[src/rtl/bcd_counter_bank_pkg.sv]
// bcd_counter_bank_pkg: shared BCD constants, state encoding and nibble helper
package bcd_counter_bank_pkg;
    localparam int BCD_W = 4;
    localparam logic [BCD_W-1:0] BCD_MAX = 4'd9;
    localparam int MAX_DIGITS = 16;
    typedef enum logic {IDLE = 1'b0, RIPPLE = 1'b1} state_t;
    function automatic logic [BCD_W-1:0] get_nibble(input logic [BCD_W*MAX_DIGITS-1:0] v, input int i);
        return v[BCD_W*i +: BCD_W];
    endfunction
endpackage

[src/rtl/bcd_counter_bank_if.sv]
// bcd_counter_bank_if: control pulses in, live/display counts and status out
interface bcd_counter_bank_if #(parameter int DIGITS = 6) ();
    logic inc_clk;
    logic ref_clk;
    logic [DIGITS-1:0] trigger;
    logic down;
    logic clear;
    logic [4*DIGITS-1:0] count_bcd;
    logic [4*DIGITS-1:0] disp_bcd;
    logic overflow;
    logic busy;
    modport master (output inc_clk, ref_clk, trigger, down, clear,
                    input count_bcd, disp_bcd, overflow, busy);
    modport slave (input inc_clk, ref_clk, trigger, down, clear,
                   output count_bcd, disp_bcd, overflow, busy);
endinterface

[src/rtl/bcd_counter_bank_digit_step.sv]
// bcd_digit_step: one BCD digit plus/minus an addend of 0..2 with carry/borrow out
module bcd_digit_step
    import bcd_counter_bank_pkg::*;
(
    input  logic [BCD_W-1:0] digit_i,
    input  logic [1:0]       addend_i,
    input  logic             dir_i,
    output logic [BCD_W-1:0] digit_o,
    output logic             carry_o
);
    localparam logic [4:0] BASE = 5'(BCD_MAX) + 5'd1;
    logic [4:0] d5, a5, up;
    logic dn_ok;
    // Five-bit intermediates keep d+a and d+10-a from wrapping before the decimal correction
    always_comb begin
        d5 = {1'b0, digit_i};
        a5 = {3'b0, addend_i};
        up = d5 + a5;
        dn_ok = d5 >= a5;
        carry_o = dir_i ? !dn_ok : up >= BASE;
        digit_o = 4'(dir_i ? (dn_ok ? d5 - a5 : d5 + BASE - a5) : (up >= BASE ? up - BASE : up));
    end
endmodule

[src/rtl/bcd_counter_bank.sv]
// bcd_counter_bank: multi-digit BCD event counter with one-digit-per-cycle ripple and display latch
module bcd_counter_bank
    import bcd_counter_bank_pkg::*;
#(
    parameter int DIGITS = 6,
    parameter int IDX_WIDTH = 3
)
(
    input logic clk,
    input logic reset,
    bcd_counter_bank_if.slave bus
);
    localparam int W = BCD_W*DIGITS;
    localparam logic [IDX_WIDTH-1:0] LAST = IDX_WIDTH'(DIGITS-1);
    state_t state_q, state_d;
    logic [IDX_WIDTH-1:0] idx_q, idx_d;
    logic [DIGITS-1:0] mask_q, mask_d;
    logic dir_q, dir_d, carry_q, carry_d, ovf_q, ovf_d, ref_pend_q, ref_pend_d;
    logic [W-1:0] count_q, count_d, disp_q, disp_d;
    logic [BCD_W-1:0] cur_digit, new_digit;
    logic [1:0] addend;
    logic step_carry;
    assign cur_digit = get_nibble((BCD_W*MAX_DIGITS)'(count_q), int'(idx_q));
    assign addend = {1'b0, mask_q[idx_q]} + {1'b0, carry_q};
    bcd_digit_step u_step (
        .digit_i  (cur_digit),
        .addend_i (addend),
        .dir_i    (dir_q),
        .digit_o  (new_digit),
        .carry_o  (step_carry)
    );
    // Clear beats everything; otherwise start a ripple in IDLE or advance one digit in RIPPLE
    always_comb begin
        state_d = state_q;
        idx_d = idx_q;
        mask_d = mask_q;
        dir_d = dir_q;
        carry_d = carry_q;
        ovf_d = ovf_q;
        ref_pend_d = ref_pend_q;
        count_d = count_q;
        disp_d = disp_q;
        if (bus.clear) begin
            count_d = '0;
            ovf_d = 1'b0;
            state_d = IDLE;
            ref_pend_d = 1'b0;
            if (bus.ref_clk || ref_pend_q) disp_d = '0;
        end else if (state_q == IDLE) begin
            if (bus.inc_clk) begin
                mask_d = bus.trigger;
                dir_d = bus.down;
                idx_d = '0;
                carry_d = 1'b0;
                state_d = RIPPLE;
            end
            if (bus.ref_clk) disp_d = count_q;
        end else begin
            count_d[BCD_W*idx_q +: BCD_W] = new_digit;
            carry_d = step_carry;
            idx_d = idx_q + 1'b1;
            if (bus.ref_clk) ref_pend_d = 1'b1;
            if (idx_q == LAST) begin
                state_d = IDLE;
                ovf_d = ovf_q | step_carry;
                if (bus.ref_clk || ref_pend_q) begin
                    disp_d = count_d;
                    ref_pend_d = 1'b0;
                end
            end
        end
    end
    // State and datapath registers with synchronous reset
    always_ff @(posedge clk) begin
        if (reset) begin
            state_q <= IDLE;
            idx_q <= '0;
            mask_q <= '0;
            dir_q <= 1'b0;
            carry_q <= 1'b0;
            ovf_q <= 1'b0;
            ref_pend_q <= 1'b0;
            count_q <= '0;
            disp_q <= '0;
        end else begin
            state_q <= state_d;
            idx_q <= idx_d;
            mask_q <= mask_d;
            dir_q <= dir_d;
            carry_q <= carry_d;
            ovf_q <= ovf_d;
            ref_pend_q <= ref_pend_d;
            count_q <= count_d;
            disp_q <= disp_d;
        end
    end
    assign bus.count_bcd = count_q;
    assign bus.disp_bcd = disp_q;
    assign bus.overflow = ovf_q;
    assign bus.busy = state_q == RIPPLE;
endmodule

[src/flat_wrapper.sv]
// flat-port wrapper written by rule: the top's interface ports become plain ports
module bcd_counter_bank_flat import bcd_counter_bank_pkg::*;
#(
    parameter int DIGITS = 6,
    parameter int IDX_WIDTH = 3
)
  (clk, reset, bus_inc_clk, bus_ref_clk, bus_trigger, bus_down, bus_clear, bus_count_bcd, bus_disp_bcd, bus_overflow, bus_busy);
  bcd_counter_bank_if #(.DIGITS(DIGITS)) bus_i ();
  input logic clk;
  input logic reset;
  input wire logic [$bits(bus_i.inc_clk)-1:0] bus_inc_clk;
  input wire logic [$bits(bus_i.ref_clk)-1:0] bus_ref_clk;
  input wire logic [$bits(bus_i.trigger)-1:0] bus_trigger;
  input wire logic [$bits(bus_i.down)-1:0] bus_down;
  input wire logic [$bits(bus_i.clear)-1:0] bus_clear;
  output wire logic [$bits(bus_i.count_bcd)-1:0] bus_count_bcd;
  output wire logic [$bits(bus_i.disp_bcd)-1:0] bus_disp_bcd;
  output wire logic [$bits(bus_i.overflow)-1:0] bus_overflow;
  output wire logic [$bits(bus_i.busy)-1:0] bus_busy;
  assign bus_i.inc_clk = bus_inc_clk;
  assign bus_i.ref_clk = bus_ref_clk;
  assign bus_i.trigger = bus_trigger;
  assign bus_i.down = bus_down;
  assign bus_i.clear = bus_clear;
  assign bus_count_bcd = bus_i.count_bcd;
  assign bus_disp_bcd = bus_i.disp_bcd;
  assign bus_overflow = bus_i.overflow;
  assign bus_busy = bus_i.busy;
  bcd_counter_bank #(.DIGITS(DIGITS), .IDX_WIDTH(IDX_WIDTH)) u_core (.clk(clk), .reset(reset), .bus(bus_i));
endmodule
[config.mk]
export PLATFORM = sky130hd
export DESIGN_NAME = bcd_counter_bank_flat
export DESIGN_NICKNAME = d
export VERILOG_FILES = /design/src/rtl/bcd_counter_bank_pkg.sv /design/src/rtl/bcd_counter_bank_if.sv /design/src/rtl/bcd_counter_bank_digit_step.sv /design/src/rtl/bcd_counter_bank.sv /design/src/flat_wrapper.sv
export SDC_FILE = /design/constraint.sdc
export NUM_CORES = 1
export LEC_CHECK = 0
export ABC_AREA = 1
export CORE_MARGIN = 10
export CORE_UTILIZATION = 40
export CTS_CLUSTER_DIAMETER = 80
export DETAILED_ROUTE_END_ITERATION = 6
export PLACE_DENSITY_LB_ADDON = 0.1
export SLEW_MARGIN = 5
export SYNTH_ARGS = -nofsm -noshare
export SYNTH_HDL_FRONTEND = slang
export SYNTH_SLANG_ARGS = --single-unit
[constraint.sdc]
create_clock -name clk -period 6.85 [get_ports clk]
set_input_delay 1.37 -clock clk [delete_from_list [all_inputs] [get_ports clk]]
set_output_delay 1.37 -clock clk [all_outputs]
set_load 0.02 [all_outputs]
### After elaboration in Yosys (flattened, before gate mapping)

Cells that the tools add are included.

| word-level totals | value |
|---|---|
| register bits | 62 |
| input port bits | 12 |
| output and inout port bits | 50 |

| cells by class | value |
|---|---|
| add/subtract/negate cells | 8 |
| $lt $le $gt $ge | 3 |
| equal/unequal tests | 4 |
| shift-type cells | 3 |
| muxes and demuxes | 23 |
| bitwise operators | 3 |
| reduce and logical (&&, ||, !) cells | 9 |

Operators by type and width:

| kind | number |
|---|---|
| $mux W24 | 6 |
| $shiftx A64 B6 Y4 | 1 |
| $neg A5 Y34 | 1 |
| $shift A4 B34 Y24 const A | 1 |
| $shiftx A4 B34 Y24 | 1 |
| $bwmux W24 | 1 |
| $mux W4 | 3 |
| $mux W1 | 10 |
| $sub A4 B2 Y4 | 2 |
| $mux W3 | 2 |
| $add A4 B2 Y5 | 1 |
| $ge A5 B4 Y1 const B | 1 |
| $add A4 B4 Y4 const B | 1 |
| $ge A4 B2 Y1 | 1 |
| $lt A3 B4 Y1 const B | 1 |
| $reduce_and A2 Y1 | 2 |
| $reduce_and A4 Y1 | 1 |
| $sub A4 B4 Y4 const B | 1 |
| $add A3 B1 Y3 const B | 1 |
| $bmux W1 S3 | 1 |
| $eq A3 B3 Y1 const B | 1 |
| $ne A3 B3 Y1 const B | 1 |
| $reduce_and A3 Y1 | 1 |
| $reduce_bool A3 Y1 | 1 |
| other kinds (9) | 10 |

### Logic depth before layout (Yosys ltp)

Gate-level depths: netlist of the first run.

| depth | value |
|---|---|
| depth after elaboration | 13 |
| depth in mapped cells | 27 |
| gate-level depth less buffers | 26 |

### Hierarchy

A second synthesis of the first run with hierarchy kept.

| second synthesis, totals | value |
|---|---|
| cell total of the unflattened synthesis | 483 |
| area, all modules | 3470.8 um2 |

Modules (own cells, without submodules):

| module | instances | cells an instance | area an instance (um2) |
|---|---|---|---|
| bcd_counter_bank | 1 | 415 | 3014.1 |
| bcd_digit_step | 1 | 68 | 456.7 |

### Worst setup path after synthesis of the first run

No wires, ideal clock.

| path | value |
|---|---|
| kind | reg-to-reg |
| start | register u_core.idx_q[0] |
| end | register u_core.disp_q[7], in the netlist u_core.bus.disp_bcd[7] |
| setup time | 0.071 ns |
| arrival time | 3.457 ns |
| required time | 6.779 ns |
| setup slack | 3.322 ns |
| cell stages (with the launch flop) | 25 |
| clock period less this slack | 3.528 ns |
| cells stage by stage | dfxtp_1 buf_6 buf_12 buf_2 or2_2 o211ai_1 o221ai_1 ha_1 ha_1 inv_1 fa_1 inv_1 nand3_1 nand2_1 inv_1 ha_1 nor2_1 nand3_1 nand3_1 nand2_1 nor2_2 nand2_1 o21ai_1 nand3_1 a21oi_1 |

| between the ends | value |
|---|---|
| cells in the longest elaborated chain, start to end | 13 |
| elaborated cells between the ends (all ways) | 25 |
| those cells by class | add/sub: 7; order compare: 2; eq/ne: 2; shift: 3; mux: 10; reduce/logical: 1 |

Ends and longest elaborated chain:

| item | RTL line | text |
|---|---|---|
| start: declaration | bcd_counter_bank.sv:16 | `logic [IDX_WIDTH-1:0] idx_q, idx_d;` |
| start signal: assignment | bcd_counter_bank.sv:87 | `idx_q <= idx_d;` |
| $bmux W1 S3 | bcd_counter_bank.sv:24 | `assign addend = {1'b0, mask_q[idx_q]} + {1'b0, carry_q};` |
| $mux W1 (not written as such) | bcd_counter_bank.sv:24 |  |
| $add A1 B1 Y2 | bcd_counter_bank.sv:24 |  |
| $add A4 B2 Y5 | bcd_counter_bank_digit_step.sv:18 | `up = d5 + a5;` |
| $sub A4 B4 Y4 / $ge A5 B4 Y1 (equally long branches) | bcd_counter_bank_digit_step.sv:21 | `digit_o = 4'(dir_i ? (dn_ok ? d5 - a5 : d5 + BASE - a5) : (up >= BASE ? up - BASE : up));` |
| $mux W4 (2 in series) | bcd_counter_bank_digit_step.sv:21 |  |
| $shiftx A4 B34 Y24 | bcd_counter_bank.sv:59 | `count_d[BCD_W*idx_q +: BCD_W] = new_digit;` |
| $bwmux W24 | bcd_counter_bank.sv:59 |  |
| $mux W24 | bcd_counter_bank.sv:66 | `if (bus.ref_clk \|\| ref_pend_q) begin` |
| $mux W24 | bcd_counter_bank.sv:63 | `if (idx_q == LAST) begin` |
| $mux W24 | bcd_counter_bank.sv:49 | `end else if (state_q == IDLE) begin` |
| $mux W24 | bcd_counter_bank.sv:43 | `if (bus.clear) begin` |
| end signal: assignment | bcd_counter_bank.sv:94 | `disp_q <= disp_d;` |
| end: declaration | bcd_counter_bank.sv:19 | `logic [W-1:0] count_q, count_d, disp_q, disp_d;` |

Parallel ways exist; a longest one is shown, timed or not. The select of a mux whose other input is x is not followed.
A chain may end at the register's enable or synchronous reset.

### Final worst setup path of the first run

| path | value |
|---|---|
| start | register u_core.idx_q[0] |
| end | register u_core.disp_q[23], in the netlist u_core.bus.disp_bcd[23] |

Same word-level chain as after synthesis.

==> impl_results.md, run 1 <==
* Status: finished clean
* Final setup fails at 0
* WP data arrival at 4460 ps
* Crit start category: flip-flop
* PwrDens at 182 nW/um^2
* Postcts setup bufs at 0
* Final TNS setup at 0 ps
* Initial DRC count at 144
* Routed vias at roughly 3200
* Yosys cell types at 46
* Worst path required time at slightly above 7000 ps
* Total core area at 8300 um^2
* Comb power frac at a little over an eighth
* Sequential Power Share at 47.4%
* Post-synth top area share at 36.2%
* Sequential Area at 1240 um^2
* Chip width at 113 um
* P&R area growth vs syn at 25.0%
* Clock share of power at between 30 and 40%
* NetSw at 0.236 mW
* Worst-path fanout max at 16
* First-pass GRT wire length at 16400 um
* Internal power at 0.545 mW
* Seq cells post-synth at 62
* Fillers at 812
* CTS tree: yes
* Endpoints failing hold at 0
* Slew @ Worst Pin at 879 ps
* Synth Flop Type: dfxtp_1
* Cts hold-fix bufs at 0
* Clock Pin Slew Worst Setup and Hold Paths at 70 ps
* Worst Setup Path Type: flip-flop to flip-flop
* Pre-Repair DR Iteration Count at 4
* Site row count at 33
* Post-synth ARST share at 0%
* Maxcap violations at 0
* Yosys top cell by area: dfxtp_1
* Number of global-route vias before repair at around 3100
* Most frequent cells in the layout: nand2_1 (104), inv_1 (62), dfxtp_1 (62), clkdlybuf4s50_1 (61), nor2_1 (55)
* Min Tclk post-route at 4170 ps
* Antenna violations before repair at 0
* Synth top area cells: dfxtp_1 (36%), nand2_1 (11%), inv_1 (6.8%)
* CTS buffer count at 9
* Layout Skew at 15.1 ps
* Die Y-Extent at 113 um
* CTS root buf: clkbuf_8
* Hold WC Path Type: flip-flop to flip-flop
* Crit path capture type: flip-flop
* Cell total after placement at roughly 630
* Insertion delay to the later sink of the worst-skew pair at 360 ps
* H-tree depth at 3
* Pin count of the biggest net entering global routing at 28
* Initial core utilization at 41.4%
* Sw Ratio at a little under a third
* EDFF count, synth at 0
* Max VDD drop at roughly 0.12 mV
* RSZ-0062 raised after global routing: no
* Total grt overflow at 0
* Max Slew Vio Count at 0
* Die area at about 13000 um^2
* Synth Cell Area at roughly 3400 um^2
* DPL Wire Length at 7790 um
* Vias/cell at 4.93
* Mean cell area of the mapped netlist at 7.17 um^2
* Routed len/inst at 15.3 um
* I/O Buffers at 61
* Layout Nets at 571
* Drc violations at 0
* GRT Total Usage at 15.7%
* Routed wire length at 9920 um
* Final core occ at around half
* Clk buf depth at 2
* Post-Layout Cell Count at 649
* Final ANT Viol Nets at 0
* Period utilization at 60.9%
* PostCTS Resize Cnt at 0
* I/O Pins at 62
* Cells after Synth at 479
* CTS sink cnt at between 60 and 70
* F_max at 0.240 GHz
* Sequential-to-total area share from yosys stat at 36.2%
* Lkg Pwr at 1.74 nW
* Synth warn at 0
* Layout cell share with drive strength beyond 1 at 11.2%
* ANT cells at 0
* Worst slew margin at between 40% and 50%
* Commonest non-fill, non-tap cell in the layout: nand2_1
* Multi-input logic area at ~1900 um^2
* Post-Syn Nets at 511
* Placer Congestion at between 0.9 and 1
[area by class of cell]
class / count / share of cell area [%]
multi-input combinational: 337 / 43.2
sequential: 62 / 28.9
timing repair buffer: 63 / 14.6
inverter: 66 / 5.95
clock buffer: 10 / 3.21
tap: 105 / 3.06
clock inverter: 6 / 1.08
[sequential cells by signal (all words and copies together), names as in the netlist]
name                  count
u_core.bus.count_bcd     24
u_core.bus.disp_bcd      24
u_core.carry_q            1
u_core.idx_q              3
u_core.ref_pend_q         1
u_core.dir_q              1
u_core.bus.overflow       1
u_core.bus.busy           1
u_core.mask_q             6
[per-stage QoR]
step / hold slack [ps] / total power [mW] / cell area [um^2] / setup slack (ps)
6_report: 467 / 0.780 / 4290 / 2680
5_1_grt: 490 / 0.815 / 4290 / 2190
4_1_cts: 469 / 0.786 / 4290 / 2660
3_5_place_dp: 452 / 0.484 / 4110 / 2690
3_3_place_gp: 455 / 0.484 / 4110 / 2790
2_1_floorplan: 469 / 0.454 / 3430 / 3320
[critical path, stage by stage (launching register included)]
cell,delay (ps)
dfxtp_1,650
buf_4,340
nor2_1,70
o311ai_0,600
inv_1,230
fa_1,490
inv_1,70
nand3_1,90
nand2_1,100
inv_1,60
ha_1,220
nor2_1,110
nand3_1,80
nand3_1,130
nand2_1,100
nor2_2,110
nand2_1,150
o21ai_1,260
nand3_1,110
a21oi_1,130
[routing by layer]
layer	up-vias	GRT usage [%]	part of all wire, %
met3	11	4.74	5.2
li1	1659	-	-
met4	0	4.65	1.5
met2	61	24.1	45
met1	1467	20.7	49
met5	-	0	0
[kinds of logic (layout without fill, tap and decap cells)]
family | after synthesis | after routing | share of synthesized area [%]
flops | 62 | 62 | 36.2
compound gates | 86 | 86 | 15.0
buf+inv | 80 | 145 | 9.81
simple gates | 228 | 228 | 30.3
fa+ha+maj | 20 | 20 | 7.95
xor+xnor | 3 | 3 | 0.766
[power by group through the flow]
| stage | registers (mW) | clock network, mW | logic [mW] |
|---|---|---|---|
| finish | 0.370 | 0.305 | 0.106 |
| global route | 0.371 | 0.323 | 0.121 |
| CTS | 0.370 | 0.310 | 0.107 |
| detailed placement | 0.378 | 0 | 0.106 |
| global placement | 0.378 | 0 | 0.106 |
| floorplan | 0.377 | 0 | 0.0769 |
[synthesized netlist by cell type, drive strengths merged, types with 4 or more instances]
cell and n:
dfxtp 62, o21ai 33, o211ai 5, nor3 5, a21oi 35, or2 8
buf 4, nor2 60, nand3 27, inv 65, nand2 118, clkbuf 10
ha 17, nand4 4
[path summary, 6_finish.rpt]
check / startpoint / to / slack (ps) / cells past startpoint
worst min register to register: u_core.bus.disp_bcd[1] / u_core.bus.disp_bcd[1] / 470 / 2
worst max-delay path: u_core.idx_q[0] / u_core.bus.disp_bcd[23] / 2680 / 19
worst min-delay path: u_core.bus.disp_bcd[1] / u_core.bus.disp_bcd[1] / 470 / 2
worst max register to register: u_core.idx_q[0] / u_core.bus.disp_bcd[23] / 2680 / 19
(Power assumes the default switching activity.)
==> run 2, diff against run 1 <==
clock period = 4.1 ns   (was 6.85 ns; I/O delays follow)
==> impl_results.md, run 2 (same netlist as run 1, synthesis figures left out) <==
* Status: finished clean
* R2r startpoint: u_core.idx_q[2]
* Layout Nets at 572 (+0.18%)
* Endpoints failing hold at 0 (unchanged)
* Routed wire length at 10400 um (+4.5%)
* Min Tclk post-route at 3740 ps (-433 ps)
* P&R area growth vs syn at 25.8%
* First-pass GRT wire length at 16900 um (+2.9%)
* Total core area at 8300 um^2 (unchanged)
* RSZ-0062 raised after global routing: no
* Critical Path Start: u_core.idx_q[2]
* Worst Hold Launch: u_core.bus.disp_bcd[2]
* GRT Total Usage at 16.3% (+0.60 points)
* Fillers at 854 (+5.2%)
* Pre-Repair DR Iteration Count at 4 (unchanged)
* CP max stage cell: o311ai_0
* H-tree depth at 3 (unchanged)
* Placer Congestion at 0.880 (-8.1%)
* Reg2reg setup slack at 360 ps (-2320 ps)
* Number of cells on the critical path at 20 (+1)
* CTS root buf: clkbuf_8
* Worst R2R Path Depth at 20 (+1)
* Layout Skew at 11.5 ps (-3.58 ps)
* Commonest non-fill, non-tap cell in the layout: nand2_1
* Routed vias at 3201 (+0.094%)
* Routed len/inst at 15.9 um (+4.3%)
* Met2 Usage GRT at 25.4% (+1.3 points)
* Worst Setup Path Type: flip-flop to flip-flop
* Total grt overflow at 0 (unchanged)
* Most frequent cells in the layout: nand2_1 (104), inv_1 (62), clkdlybuf4s50_1 (61), dfxtp_1 (60), nor2_1 (55)
* Max VDD drop at 0.185 mV (+56%)
* Worst-path fanout max at 5 (-11)
* Clk buf depth at 2 (unchanged)
* Worst path required time at 4370 ps (-2770 ps)
* Crit path capture type: flip-flop
* Maxcap violations at 0 (unchanged)
* Final TNS setup at 0 ps (unchanged)
* M3 GR Usage at 4.53% (-0.21 points)
* I/O Pins at 62 (unchanged)
* I/O Buffers at 61 (unchanged)
* Crit start category: flip-flop
* CP top delay family: simple AND/OR/NAND/NOR gates
* ANT cells at 0 (unchanged)
* Antenna violations before repair at 0 (unchanged)
* Die Y-Extent at 113 um (unchanged)
* Site row count at 33 (unchanged)
* PwrDens at 316 nW/um^2 (+73%)
* Die area at 12700 um^2 (unchanged)
* Layout cell share with drive strength beyond 1 at 11.6% (+0.35 points)
* CTS buffer count at 9 (unchanged)
* Cts hold-fix bufs at 0 (unchanged)
* Vias/cell at 4.92 (about the same)
* Postcts setup bufs at 0 (unchanged)
* Period utilization at 91.2% (+30 points)
* Clock Pin Slew Worst Setup and Hold Paths at 70 ps (about the same)
* CTS sink cnt at 62 (unchanged)
* Multi-input logic area at 1850 um^2 (unchanged)
* CTS tree: yes
* Hold WC Path Type: flip-flop to flip-flop
* Worst hold margin at 467 ps (+0.764 ps)
* Critical path endpoint: u_core.bus.disp_bcd[23]
* Final ANT Viol Nets at 0 (unchanged)
* Slowest stage delay, CP at 530 ps (-120 ps)
* Worst slew margin at 39.6% (-1.7 points)
* Chip width at 113 um (unchanged)
* Initial core utilization at 41.4% (unchanged)
* F_max at 0.267 GHz (+12%)
* Reg2reg end: u_core.bus.disp_bcd[23]
* Final setup fails at 0 (unchanged)
* CP Buf/Inv Count at 4 (unchanged)
* Met1 Use GR at 21.2% (+0.51 points)
* Pin count of the biggest net entering global routing at 28 (unchanged)
* Initial DRC count at 170 (+18%)
* Slew @ Worst Pin at 904 ps (+25.4 ps)
* Number of global-route vias before repair at 3226 (+4.0%)
* Insertion delay to the later sink of the worst-skew pair at 350 ps (about the same)
* DPL Wire Length at 7910 um (+1.5%)
* Worst-path cell chain: nor2_1 -> inv_1 -> o311ai_0 -> ha_1 -> inv_1 -> fa_1 -> inv_1 -> nand3_1 -> nand2_1 -> inv_1 -> ha_1 -> nor2_1 -> nand3_1 -> nand3_1 -> nand2_1 -> nor2_2 -> nand2_1 -> o21ai_1 -> nand3_1 -> a21oi_1
* Lkg Pwr at 1.77 nW (+1.3%)
* Grt peak-use layer: met2
* WP data arrival at 4010 ps (-450 ps)
* Max Slew Vio Count at 0 (unchanged)
* Drc violations at 0 (unchanged)
* Sequential Area at 1240 um^2 (+0.20%)
run 2: changes by cell type in the layout (fill, tap and decap cells not counted):
| cell | previous run | this run |
|---|---|---|
| bufinv_16 | 0 | 1 |
| buf_4 | 2 | 3 |
| clkbuf_1 | 0 | 1 |
| dfxtp_2 | 0 | 2 |
| o311ai_0 | 2 | 1 |
| clkinv_2 | 1 | 2 |
| clkinvlp_4 | 2 | 0 |
| o311ai_1 | 0 | 1 |
| clkinv_4 | 2 | 1 |
| dfxtp_1 | 62 | 60 |
run 2: worst min-delay path, stage by stage (launching register included):
cell     delay (ps)
dfxtp_1         310
nand2_1          60
a21oi_1          50
run 2: area by class of cell:
cell class / count / area share [%]
repair buffers: 64 / 14.7
multi-input cells: 337 / 43.0
inverters: 66 / 5.91
clock inverters: 5 / 1.33
clock buffers: 11 / 3.28
well taps: 105 / 3.04
flip-flops and latches: 62 / 28.8
run 2: layer usage:
| layer | wire, um | vias to the layer above |
|---|---|---|
| li1 | - | 1656 |
| met1 | 4860 | 1454 |
| met2 | 4690 | 81 |
| met3 | 691 | 10 |
| met4 | 119 | 0 |
| met5 | 0 | - |
run 2: worst min path at each step:
stage                         endpoint  slack (ps)  depth (start not counted)
5_1_grt         u_core.bus.disp_bcd[4]         490                          2
6_report        u_core.bus.disp_bcd[2]         470                          2
4_1_cts         u_core.bus.disp_bcd[4]         470                          2
3_5_place_dp    u_core.bus.disp_bcd[4]         460                          2
3_3_place_gp   u_core.bus.disp_bcd[18]         450                          2
2_1_floorplan         u_core.mask_q[2]         470                          2
run 2: where the power goes:
| part | total [mW] | switching (mW) | internal, mW |
|---|---|---|---|
| logic | 0.181 | 0.118 | 0.0630 |
| clock network | 0.563 | 0.264 | 0.299 |
| registers | 0.617 | 0.00749 | 0.610 |
| total | 1.36 | 0.390 | 0.972 |
run 2: repair_timing:
item	in CTS	in global routing
gates resized for setup	0	3
endpoints found under the hold margin	0	0
setup endpoints to repair	0	24
run 2: metrics by stage:
stage	worst slack, ps	std cells	utilization [%]	instance area [um^2]	power, mW
final	359	650	52.0	4320	1.36
after global routing	4.28	650	52.0	4320	1.42
after detailed placement	118	634	49.6	4120	0.812
after CTS	85.0	650	52.0	4310	1.38
after global placement	173	634	49.6	4120	0.813
after floorplan	572	479	-	3430	0.758
==> variant: new RTL, flow settings as in run 2 <==
`IDX_WIDTH` is set to 3 in 2 places; all go to 5.
--- a/src/rtl/bcd_counter_bank.sv
+++ b/src/rtl/bcd_counter_bank.sv
@@ -4,5 +4,5 @@
 #(
     parameter int DIGITS = 6,
-    parameter int IDX_WIDTH = 3
+    parameter int IDX_WIDTH = 5
 )
 (
--- a/src/flat_wrapper.sv
+++ b/src/flat_wrapper.sv
@@ -3,5 +3,5 @@
 #(
     parameter int DIGITS = 6,
-    parameter int IDX_WIDTH = 3
+    parameter int IDX_WIDTH = 5
 )
   (clk, reset, bus_inc_clk, bus_ref_clk, bus_trigger, bus_down, bus_clear, bus_count_bcd, bus_disp_bcd, bus_overflow, bus_busy);
Function: no difference found for any inputs over 4 cycles, from zero or initial values and one cycle with reset high; that may be too few to reach the edited logic, so the function may still have changed.
==> variant against run 2 <==
  * Non-clock buffer count grew 3
  * Routed wire length grew 3.0%
  * Worst setup slack lost 0.030 ns
  * Sequential cell count grew 2
  * Synthesized area grew 5.9%
  * Count of clock-buffer cells in the layout shrank 2
  * Critical endpoint unchanged
  * Clock skew shrank 0.0016 ns
  * Power grew 5.7%
  * Design area grew 4.4%
  * First-iteration DRC count grew 48%
  * Critical path type unchanged
  * Die area grew 4.8%
==> variant: results (changes against run 2) <==
GRT
  – Met2 Usage GRT: 25.4% (-0.047 points)
  – Vias in the first global route: 3483 (+8.0%)
  – Routing usage on met1: 21.2% (+0.030 points)
  – M3 GR Usage: 5.63% (+1.1 points)
  – Largest net degree at the start of global routing: 27 (-3.6%)

Detailed routing
  – Metal3 WL: 786 um (+14%)
  – Metal2 WL: 4.80 mm (+2.3%)
  – Pre-Repair DR Iteration Count: 5 (+1)
  – Via/cell ratio: 5.16 (+4.8%)
  – Post-Route M1 WL: 4.90 mm (+0.93%)

Placement
  – Placed Instance Area: 4280 sq um (+3.9%)
  – RD Place Congestion: 0.918 (+4.4%)
  – Placed cells: 663 (+4.6%)
  – Hpwl dp: 8.10 mm (+2.5%)

Cells and area
  – Multi-input combinational area share: 44.4% (+1.5 points)
  – Multi-input logic area: 2000 sq um (+8.0%)
  – Share of layout cells above drive strength 1: 12.3% (+0.70 points)
  – Clock network share of area: 5.08% (+0.47 points)
  – Non-CTS inverters: 54 (-18%)
  – # fillers: 906 (+6.1%)
  – Seq_cells: 64 (+3.2%)

Logic synthesis
  – Post-synthesis compound-gate area fraction: 14.6% (-0.39 points)
  – Post-Synth XOR/XNOR Area: 0.964% (+0.20 points)
  – Adder-Cell Fraction of Synth Area: 6.82% (-1.1 points)
  – Yosys cell types: 45 (-2.2%)
  – Sequential area share after synthesis: 35.3% (-0.90 points)
  – Top cells by area, synth: dfxtp_1 35%, nand2_1 14%, a21oi_1 6.1%
  – Post-synthesis area per instance: 7.17 sq um (about the same)

Worst setup path
  – CP arrival: 4.06 ns (+0.05 ns)
  – Setup slack, reg-to-reg: 0.33 ns (-0.03 ns)
  – Reg2Reg Depth: 22 (+10%)

Timing
  – Final clock skew: 0.00999 ns (-0.00156 ns)

Power and ir drop
  – Logic pwr share: 11.3% (-2.0 points)
  – P_sw: 0.000403 W (+3.2%)
  – Pwr Total: 0.00144 W (+5.7%)
  – Peak supply drop: 0.239 mV (+29%)
  – Pleak: 1.84 nW (+4.0%)

Floorplanning
  – Num rows: 34 (+3.0%)

Status
  – Outcome: complete, no violations
[variant: cell count changes after synthesis, sizes merged, moves of 3 or more]
cell / delta
nand3: -4
a21oi: +14
and2: -3
a2bb2oi: -3
inv: -12
o21ai: +4
nand2: +33
nor2: -9
nand4: +11
[variant: worst max-delay path: stages, from the launching register on]
cell	delay, ns
dfxtp_2	0.45
inv_2	0.15
buf_4	0.17
o21ai_0	0.12
o22ai_1	0.24
nand2_1	0.09
a21oi_1	0.27
inv_1	0.08
ha_1	0.23
fa_1	0.41
o21ai_0	0.12
nand2_1	0.07
nand2_1	0.15
inv_1	0.10
a21oi_1	0.12
o21ai_1	0.08
o211ai_1	0.13
nand2_2	0.16
nor2_4	0.19
nand2_1	0.12
nand2_1	0.09
nand2_1	0.05
a21oi_1	0.11
